File: config.mk
export PLATFORM = sky130hd
export DESIGN_NAME = lu_serial
export DESIGN_NICKNAME = d
export VERILOG_FILES = /design/src/rtl/lu_pkg.sv /design/src/rtl/lu_bit.sv /design/src/rtl/lu_serial.sv
export SDC_FILE = /design/constraint.sdc
export NUM_CORES = 1
export LEC_CHECK = 0
export BUFFER_PORTS_ARGS = -buffer_cell sky130_fd_sc_hd__buf_2
export CAP_MARGIN = 5
export CORE_UTILIZATION = 42
export DETAILED_ROUTE_END_ITERATION = 7
export GPL_ROUTABILITY_DRIVEN = 0
export HOLD_SLACK_MARGIN = 0.03
export PLACE_DENSITY = 0.7
export SETUP_SLACK_MARGIN = 0.2
export SLEW_MARGIN = 10
export SYNTH_ARGS = -nofsm -noshare
export SYNTH_HDL_FRONTEND = slang
export SYNTH_HIERARCHICAL = 1
export SYNTH_SLANG_ARGS = --single-unit
File: constraint.sdc
create_clock -name clk -period 1.53 [get_ports clk]
set_input_delay 0.306 -clock clk [delete_from_list [all_inputs] [get_ports clk]]
set_output_delay 0.306 -clock clk [all_outputs]
set_load 0.05 [all_outputs]
File: src/rtl/lu_pkg.sv
// Shared definitions for the bit-serial logic unit driver: opcode encoding
// and the controller state encoding.
package lu_pkg;

  localparam logic [2:0] OP_NOT  = 3'b000;
  localparam logic [2:0] OP_AND  = 3'b001;
  localparam logic [2:0] OP_NAND = 3'b010;
  localparam logic [2:0] OP_XOR  = 3'b011;
  localparam logic [2:0] OP_XNOR = 3'b100;
  localparam logic [2:0] OP_OR   = 3'b101;
  localparam logic [2:0] OP_NOR  = 3'b110;
  localparam logic [2:0] OP_ZERO = 3'b111;

  typedef enum logic [1:0] {
    IDLE = 2'd0,
    RUN  = 2'd1,
    DONE = 2'd2
  } state_t;

endpackage

File: src/rtl/lu_bit.sv
// 1-bit logic unit: combines one x/y bit pair according to the 3-bit select
// {e2,e1,e0}.
module lu_bit
  import lu_pkg::*;
(
  input  logic x,
  input  logic y,
  input  logic e2,
  input  logic e1,
  input  logic e0,
  output logic w
);

  always_comb begin
    w = 1'b0;
    case ({e2, e1, e0})
      OP_NOT:  w = ~x;
      OP_AND:  w = x & y;
      OP_NAND: w = ~(x & y);
      OP_XOR:  w = x ^ y;
      OP_XNOR: w = ~(x ^ y);
      OP_OR:   w = x | y;
      OP_NOR:  w = ~(x | y);
      OP_ZERO: w = 1'b0;
      default: w = 1'b0;
    endcase
  end

endmodule

File: src/rtl/lu_serial.sv
// Bit-serial driver: accepts WIDTH-bit operands, streams them LSB first
// through lu_bit and returns the assembled result over a valid/ready handshake.
module lu_serial
  import lu_pkg::*;
#(
  parameter int WIDTH = 8
) (
  input  logic             clk,
  input  logic             rst,
  input  logic             in_valid,
  output logic             in_ready,
  input  logic [WIDTH-1:0] a,
  input  logic [WIDTH-1:0] b,
  input  logic [2:0]       op,
  output logic             out_valid,
  input  logic             out_ready,
  output logic [WIDTH-1:0] result,
  output logic             zero
);

  localparam int CW = (WIDTH > 1) ? $clog2(WIDTH) : 1;
  localparam logic [CW-1:0] LAST = CW'(WIDTH - 1);

  state_t           state;
  state_t           state_next;
  logic [WIDTH-1:0] a_sh;
  logic [WIDTH-1:0] b_sh;
  logic [WIDTH-1:0] result_next;
  logic [2:0]       op_q;
  logic [CW-1:0]    count;
  logic             w;
  logic             accept;

  lu_bit u_bit (
    .x  (a_sh[0]),
    .y  (b_sh[0]),
    .e2 (op_q[2]),
    .e1 (op_q[1]),
    .e0 (op_q[0]),
    .w  (w)
  );

  assign accept = in_valid && in_ready;

  always_ff @(posedge clk) begin
    if (rst) state <= IDLE;
    else     state <= state_next;
  end

  always_comb begin
    state_next = state;
    case (state)
      IDLE:    if (accept) state_next = RUN;
      RUN:     if (count == LAST) state_next = DONE;
      DONE:    if (out_ready) state_next = IDLE;
      default: state_next = IDLE;
    endcase
  end

  always_comb begin
    in_ready  = (state == IDLE) && !rst;
    out_valid = (state == DONE);
  end

  // New bit enters at the MSB so that after WIDTH shifts bit 0 holds the LSB result.
  generate
    if (WIDTH == 1) begin : g_narrow
      assign result_next = w;
    end else begin : g_wide
      assign result_next = {w, result[WIDTH-1:1]};
    end
  endgenerate

  always_ff @(posedge clk) begin
    if (rst) begin
      result <= '0;
      zero   <= 1'b0;
      count  <= '0;
      a_sh   <= '0;
      b_sh   <= '0;
      op_q   <= '0;
    end else begin
      case (state)
        IDLE: begin
          if (accept) begin
            a_sh  <= a;
            b_sh  <= b;
            op_q  <= op;
            count <= '0;
          end
        end
        RUN: begin
          result <= result_next;
          a_sh   <= a_sh >> 1;
          b_sh   <= b_sh >> 1;
          count  <= count + CW'(1);
          if (count == LAST) zero <= (result_next == '0);
        end
        default: ;
      endcase
    end
  end

endmodule
* Yosys cells after proc, flatten, opt, wreduce, memory -nomap -nowiden
Index checks and enable logic that the tools add are counted.
** Storage, ports and cells
- Memories :: 0
- RAM bits :: 0
- Input port bits :: 23
- Latch bits :: 0
- ROM bits :: 0
- Register bits after elaboration :: 33
** Operators by class
- Divide/modulo/power cells :: 0
- Multiplexer cells :: 11
- Shift operators :: 0
- Reduce and logical (&&, ||, !) cells :: 11
- Equal/unequal tests :: 13
- Order comparisons :: 0
- $add $sub $neg :: 1
- Bitwise operators :: 7
- Multipliers :: 0
** Operators by type and width (count)
- $pmux W8 S2 :: 2
- $mux W8 :: 2
- $eq A3 B3 Y1 const B :: 5
- $logic_not A8 Y1 :: 1
- $pmux W1 S8 :: 1
- $eq A3 B2 Y1 const B :: 2
- $mux W2 :: 3
- $pmux W2 S3 :: 1
- $pmux W3 S2 :: 1
- $reduce_and A2 Y1 :: 3
- $ne A2 B2 Y1 const B :: 2
- $not A1 Y1 :: 4
- $add A3 B1 Y3 const B :: 1
- $eq A3 B1 Y1 const B :: 1
- $logic_not A3 Y1 :: 1
- $mux W3 :: 1
- $reduce_and A3 Y1 :: 1
- $eq A2 B1 Y1 const B :: 1
- $eq A2 B2 Y1 const B :: 1
- $logic_and A1 B1 Y1 :: 2
- $logic_not A2 Y1 :: 1
- $ne A2 B1 Y1 const B :: 1
- $reduce_bool A2 Y1 :: 1
- $and A1 B1 Y1 :: 1
- 3 further kinds :: 3

* Depth between registers and ports, before layout
Gate-level depths: netlist of the first run.
- Word-level depth :: 5
- Gate-level depth with buffers :: 8

* Hierarchy
The synthesis of the first run kept the hierarchy.
** By module, submodules not included
- lu_serial :: area each 1575.3 um2, cells each 167, times used 1, seq. area each 660.6 um2
- lu_bit :: area each 100.1 um2, cells each 15, times used 1, seq. area each 0.0 um2

* Worst setup path after synthesis of the first run
Ideal clock, no wire load.
- Kind :: in2out
- Start point :: input rst
- End point :: output in_ready
- Arrival :: 1.727 ns
- Setup slack :: -0.503 ns
- Required time :: 1.224 ns
- Stages :: 3
- Buffers on the path :: 2
- Cells stage by stage :: buf_2 > clkbuf_1 > nor3_1
** Between the ends
- Word-level cells in the longest chain between the ends :: 2
** RTL lines
- from (decl) :: line lu_serial.sv:9 : input logic rst,
- $logic_not A1 Y1 :: line lu_serial.sv:61 : in_ready = (state == IDLE) && !rst;
- $logic_and A1 B1 Y1 :: line lu_serial.sv:61
- to (decl) :: line lu_serial.sv:11 : output logic in_ready,
No other way between the ends.

* Final worst setup path of the first run
- Start point :: register a_sh[0]
- End point :: register zero
** Between the ends
- Word-level cells in the longest chain between the ends :: 4
** RTL lines
- from (decl) :: line lu_serial.sv:26 : logic [WIDTH-1:0] a_sh;
- from (signal assigned) :: line lu_serial.sv:94 : a_sh <= a_sh >> 1;
- $or A1 B1 Y1, or another cell as far along :: line lu_bit.sv:22, lu_bit.sv:23
- $not A1 Y1 (on tied branches) :: line lu_bit.sv:23, lu_bit.sv:19, lu_bit.sv:21
- $pmux W1 S8 * :: line lu_bit.sv:16 : case ({e2, e1, e0})
- net w :: line lu_serial.sv:31 : logic w;
- $logic_not A8 Y1 * :: line lu_serial.sv:97 : if (count == LAST) zero <= (result_next == '0);
- to (signal assigned) :: line lu_serial.sv:97
- to (decl) :: line lu_serial.sv:18 : output logic zero
The timed path passes the listed nets; every way through them passes the cells marked *.
A chain may end at the register's enable or synchronous reset.

==> results of run 1 <==
## logic make-up after synthesis
| family | Yosys count |
|---|---|
| and+or+nand+nor | 70 |
| AOI/OAI and AO/OA | 51 |
| DFF | 33 |
| buffers and inverters | 20 |
| muxes | 4 |
| adders and majority gates | 4 |
## layer usage
layer | part of all wire | GRT usage | vias to the layer above | wire [um]
met5 | 0 | 0 | - | 0
met4 | 0.016 | 0.0625 | 0 | 58
met3 | 0.027 | 0.0451 | 9 | 97
met2 | 0.46 | 0.281 | 21 | 1630
met1 | 0.50 | 0.238 | 661 | 1780
li1 | - | - | 718 | -
## report_power, final
group / total, uW / internal [uW] / switching (uW)
registers: 956 / 916 / 40.1
logic: 415 / 190 / 226
clock network: 643 / 356 / 287
total: 2010 / 1460 / 552
## final timing paths
check	start	endpoint	depth (start not counted)	slack, ns
setup reg to reg	a_sh[0]	zero	8	0.05
hold reg to reg	result[0]	result[0]	2	0.46
setup / recovery	a_sh[0]	zero	8	0.05
hold / removal	op[1]	op_q[1]	3	0.27
## placed cells by master (no fill, tap or decap), types with 2 or more instances in the layout
cell       count
clkbuf_8       6
a211oi_2       9
inv_2          5
buf_2         31
nand2_1       17
buf_6          4
o2bb2ai_1      5
o2bb2ai_2      6
buf_4          8
nand2b_1       2
a21oi_2        4
nor2_1        29
dfxtp_2        4
mux2i_1        4
dfxtp_1       29
a211oi_1       6
a21oi_1        7
nand3_1        3
nor2_2         6
o21ai_0        3
a22oi_2        2
nand3b_1       2
nand2b_2       2
o22ai_1        3
ha_1           3
## through the flow
step	instances	utilization	power, uW	hold WS, ns
final	268	0.555	2010	0.267
after global routing	268	0.555	2120	0.281
after CTS	267	0.539	2000	0.263
after detailed placement	256	0.501	1330	0.454
after global placement	256	0.501	1330	0.448
after floorplan	182	-	1260	0.444
## worst min-delay path: cells and delay by family
kind	cells	cell delay (ns)
multiplexers	1	0.05
AND/OR/NAND/NOR	1	0.07
buffers and inverters	1	0.08
## sequential cells by signal, summed over array words and instances, names as in the netlist
signal / cells
count: 3
a_sh: 8
result: 8
state: 2
zero: 1
op_q: 3
b_sh: 8
## layout make-up
| class | instances | area (um^2) | area share |
|---|---|---|---|
| repair buffers | 44 | 268 | 0.129 |
| multi-input cells | 130 | 972 | 0.468 |
| flip-flops and latches | 33 | 666 | 0.320 |
| well taps | 48 | 60.1 | 0.0289 |
| clock buffers | 7 | 86.3 | 0.0416 |
| inverters | 6 | 25.0 | 0.0120 |
## repair_timing
action,4_1_cts,5_1_grt
setup buffers,4,0
gates resized for setup,12,13
cloned,0,1
endpoints found under the hold margin,0,0
pin swaps,2,3
setup endpoints to repair,4,19
==> results.py, run 1 <==
metrics = {
    "status": {
        "status": "finished clean",
    },
    "sta": {
        "fin_crit_ns": 1.48,
        "setup_slack_ns": 0.0472,
        "slew_headroom": 0.714,
        "rsz0062_at_grt": "true",
        "fin_worst_skew_ns": 0.00256,
        "finalCritPeriodShare": 0.969,
        "drv_slew": 0,
        "tns_ns": 0,
        "hold_viol": 0,
        "setup_viol": 0,
        "fmax_ghz": 0.674,
        "tightest_slew_ns": 0.429,
    },
    "cts": {
        "cts_hold_buf": 0,
        "clockRootBuffer": "clkbuf_8",
        "clockBufferDepth": 2,
        "clk_pin_slew_ns": 0.06,
        "h-tree-depth": 2,
        "numCtsBuffers": 5,
        "clock_sinks": 33,
        "cts_tree": "built",
        "insertion_delay_ns": 0.27,
    },
    "job": {
        "maxCapViolations": 0,
    },
    "cells_and_area": {
        "antennaDiodeCount": 0,
        "drive_gt1_frac": 0.450,
        "nets": 247,
        "design_area_um2": 2080,
        "fillers": 358,
        "area_growth_pct": 24.0,
    },
    "yosys": {
        "yosysUniqueCellTypes": 38,
        "synth_top_family_by_area": "compound AO/OA/AOI/OAI gates",
        "yosysMostFrequentCell": "dfxtp_1",
        "synth-edff-count": 0,
        "seq_area_frac_synth": 0.394,
        "synth_compound_area_frac": 0.276,
        "synth_area_leader_cell": "dfxtp_1",
        "yosys-top-cells-count": "33 x dfxtp_1, 29 x nor2_1, 17 x nand2_1",
        "synth_fa_ha_area_frac": 0.0299,
        "muxShareOfSynthArea": 0.0239,
        "yosysTopAreaCellShare": 0.394,
        "syn_nets": 209,
        "syn_area_um2": 1680,
        "ys_seq_elements": 33,
        "syn-instance-count": 182,
        "syn_area_per_cell_um2": 9.21,
        "yosysWarnings": 6,
        "synth_area_leaders": "dfxtp_1 39%, a211oi_2 6.7%, nor2_1 6.5%",
        "synthSimpleGateAreaFrac": 0.200,
        "ys.flop_type": "dfxtp_1",
        "synthXorXnorAreaFrac": 0,
        "synthArstFlopShare": 0,
    },
    "floorplan": {
        "fp.dieArea_um2": 4250,
        "ios": 34,
        "fp.dieW_um": 65.2,
        "num_rows": 22,
        "start_util": 0.448,
        "chipHeight_um": 65.2,
        "core_um2": 3740,
    },
    "pwr": {
        "cellPowerDensity_nw_per_um2": 970,
        "ir_drop_mv": 0.610,
        "leakage_uw": 0.000826,
    },
    "place": {
        "dpl_cell_area_um2": 1880,
        "io_buffers": 33,
        "dp_hpwl_um": 2280,
        "pre_cts_ws_ns": -0.0240,
    },
    "critical_path": {
        "path_buf_inv": 2,
        "cp-end-kind": "flip-flop",
        "crit_arrival_ns": 1.69,
        "crit_required_ns": 1.74,
        "cpPeakStageDelay_ns": 0.33,
        "crit_type": "reg -> reg",
        "crit_fanout": 3,
        "critical_path.top_delay_family": "simple AND/OR/NAND/NOR gates",
        "cp-start-kind": "flip-flop",
        "cpMaxStageDelayCell": "dfxtp_2",
        "crit_path_frequent_cell": "inv_2",
        "cp_cell_sequence": "inv_2, ha_4, inv_2, o311ai_4, nand3_2, nor4_2, nand3_1, o21ai_1",
    },
    "routing": {
        "vias": 1409,
        "avgRoutedWirePerCell_um": 13.3,
        "vias_per_cell": 5.26,
        "drt_iter0_drc": 92,
        "ant_nets": 0,
        "firstDrtPassIters": 4,
        "wl_um": 3560,
        "drc": 0,
    },
    "global_routing": {
        "grtUsageTotal": 0.179,
        "grt_pass1_vias": 1349,
        "antenna_found_initial": 0,
        "grt_max_degree": 35,
        "grt_pass1_wl_um": 6000,
        "gr-total-overflow": 0,
    },
    "min_path": {
        "hold_class": "in -> reg",
    },
}
(Power assumes the default switching activity.)
==> inputs of run 2 (changes only) <==
- BUFFER_PORTS_ARGS: -buffer_cell sky130_fd_sc_hd__buf_2 -> default
- DONT_BUFFER_PORTS: default -> 1
- PLACE_DENSITY: 0.7 -> 0.63
==> results.py, run 2 (synthesis gave the netlist of run 1 again) <==
metrics = {
    "status": {
        "status": "finished clean",
    },
    "pwr": {
        "cellPowerDensity_nw_per_um2": 1080,
        "leakage_uw": 0.000737,
        "ir_drop_mv": 0.557,
    },
    "sta": {
        "rsz0062_at_grt": "true",
        "setup_viol": 0,
        "fin_worst_skew_ns": 0.00442,
        "slew_headroom": 0.653,
        "fmax_ghz": 0.666,
        "tightest_slew_ns": 0.520,
        "finalCritPeriodShare": 0.981,
        "hold_viol": 0,
        "setup_slack_ns": 0.0295,
        "drv_slew": 0,
        "fin_crit_ns": 1.50,
    },
    "cts": {
        "clk_pin_slew_ns": 0.07,
        "h-tree-depth": 2,
        "insertion_delay_ns": 0.28,
        "cts_hold_buf": 0,
        "clockBufferDepth": 2,
        "clockRootBuffer": "clkbuf_8",
        "clock_sinks": 33,
        "cts_tree": "built",
        "numCtsBuffers": 5,
    },
    "place": {
        "pre_cts_ws_ns": -0.0996,
        "dp_hpwl_um": 2460,
        "io_buffers": 0,
        "dp_cells": 232,
    },
    "global_routing": {
        "grtUsageTotal": 0.189,
        "grt_pass1_wl_um": 6200,
        "grt_pass1_vias": 1398,
        "antenna_found_initial": 0,
        "grt_max_degree": 36,
        "gr-total-overflow": 0,
    },
    "routing": {
        "vias": 1341,
        "drt_iter0_drc": 47,
        "firstDrtPassIters": 4,
        "ant_nets": 0,
        "vias_per_cell": 5.54,
        "wl_um": 3640,
        "top_layer_used": "met4",
        "met1_length_um": 1690,
        "avgRoutedWirePerCell_um": 15.0,
        "wl_met2_um": 1700,
        "route.met3.wl_um": 156,
        "drc": 0,
    },
    "cells_and_area": {
        "area_growth_pct": 18.3,
        "antennaDiodeCount": 0,
        "post-route-util": 0.529,
        "stdcell_count": 242,
        "regArea_um2": 668,
        "top_regs": "a_sh: 8 flops, b_sh: 8 flops, result: 8 flops",
        "multi_input_area_um2": 961,
        "final_cell_mix": "29 x nor2_1, 29 x dfxtp_1, 17 x nand2_1, 16 x buf_4, 10 x a211oi_2",
        "fillers": 378,
        "drive_gt1_frac": 0.371,
        "nets": 220,
    },
    "critical_path": {
        "r2r-end": "zero",
        "crit_arrival_ns": 1.72,
        "ff2ff_setup_slack_ns": 0.03,
        "cp-start-kind": "flip-flop",
        "crit_fanout": 3,
        "cp-end-kind": "flip-flop",
        "worstRegToRegCells": 8,
        "crit_required_ns": 1.75,
        "crit_type": "reg -> reg",
        "reg2reg_from": "a_sh[0]",
    },
    "min_path": {
        "whs_endpoint": "result[5]",
        "hp-start": "rst",
        "hold_class": "in -> reg",
        "hold_depth": 1,
    },
    "floorplan": {
        "start_util": 0.448,
        "fp.dieArea_um2": 4250,
        "core_um2": 3740,
        "ios": 34,
        "num_rows": 22,
        "fp.dieW_um": 65.2,
        "chipHeight_um": 65.2,
    },
    "job": {
        "maxCapViolations": 0,
    },
}
-- run 2: changes by cell type in the layout (fill, tap and decap cells not counted), sizes merged --
cell	delta
buf	-25
bufinv	+1
clkbuf	-1
o21ba	-1
-- run 2: final cells by class --
| class | instances | share of cell area |
|---|---|---|
| timing repair buffer | 18 | 0.0764 |
| clock inverter | 1 | 0.0152 |
| sequential | 33 | 0.337 |
| clock buffer | 7 | 0.0436 |
| inverter | 6 | 0.0126 |
| tap | 48 | 0.0303 |
| multi-input combinational | 129 | 0.485 |
-- run 2: report_power, final --
part	leakage, uW	internal [uW]	switching [uW]
logic	0.000406	167	189
registers	0.000273	915	40.7
clock network	0.0000585	531	304
total	0.000737	1610	534
-- run 2: how the worst max path moves through the flow --
stage,start,to,depth (start not counted)
final,a_sh[0],zero,8
after floorplan,a_sh[0],zero,8
after global placement,b_sh[0],zero,8
after global routing,a_sh[0],zero,8
after detailed placement,b_sh[0],zero,8
after CTS,a_sh[0],zero,8
-- run 2: worst max-delay path: stages, from the launching register on --
cell and delay (ns):
dfxtp_2 0.35, inv_2 0.05, ha_4 0.27, inv_2 0.05
o311ai_4 0.23, nand3_2 0.12, nor4_2 0.15, nand3_1 0.11
o21ai_1 0.12
-- run 2: metal layers --
| layer | track usage | vias up |
|---|---|---|
| li1 | - | 663 |
| met1 | 0.239 | 641 |
| met2 | 0.304 | 25 |
| met3 | 0.0451 | 12 |
| met4 | 0.0815 | 0 |
| met5 | 0 | - |
-- run 2: stage by stage --
stage / TNS, ns / total power, uW / cell area, um^2 / hold slack (ns)
4_1_cts: -0.0288 / 2150 / 1940 / 0.0695
3_3_place_gp: 0 / 1280 / 1790 / 0.371
3_5_place_dp: -0.0996 / 1300 / 1790 / 0.372
2_1_floorplan: 0 / 1260 / 1700 / 0.444
6_report: 0 / 2150 / 1980 / 0.0822
5_1_grt: -0.0628 / 2250 / 1980 / 0.0690
-- run 2: repair_timing --
| action | CTS | global route |
|---|---|---|
| buffers inserted | 2 | 0 |
| gates resized for setup | 10 | 9 |
| setup endpoints to repair | 21 | 15 |
| pin swaps | 1 | 3 |
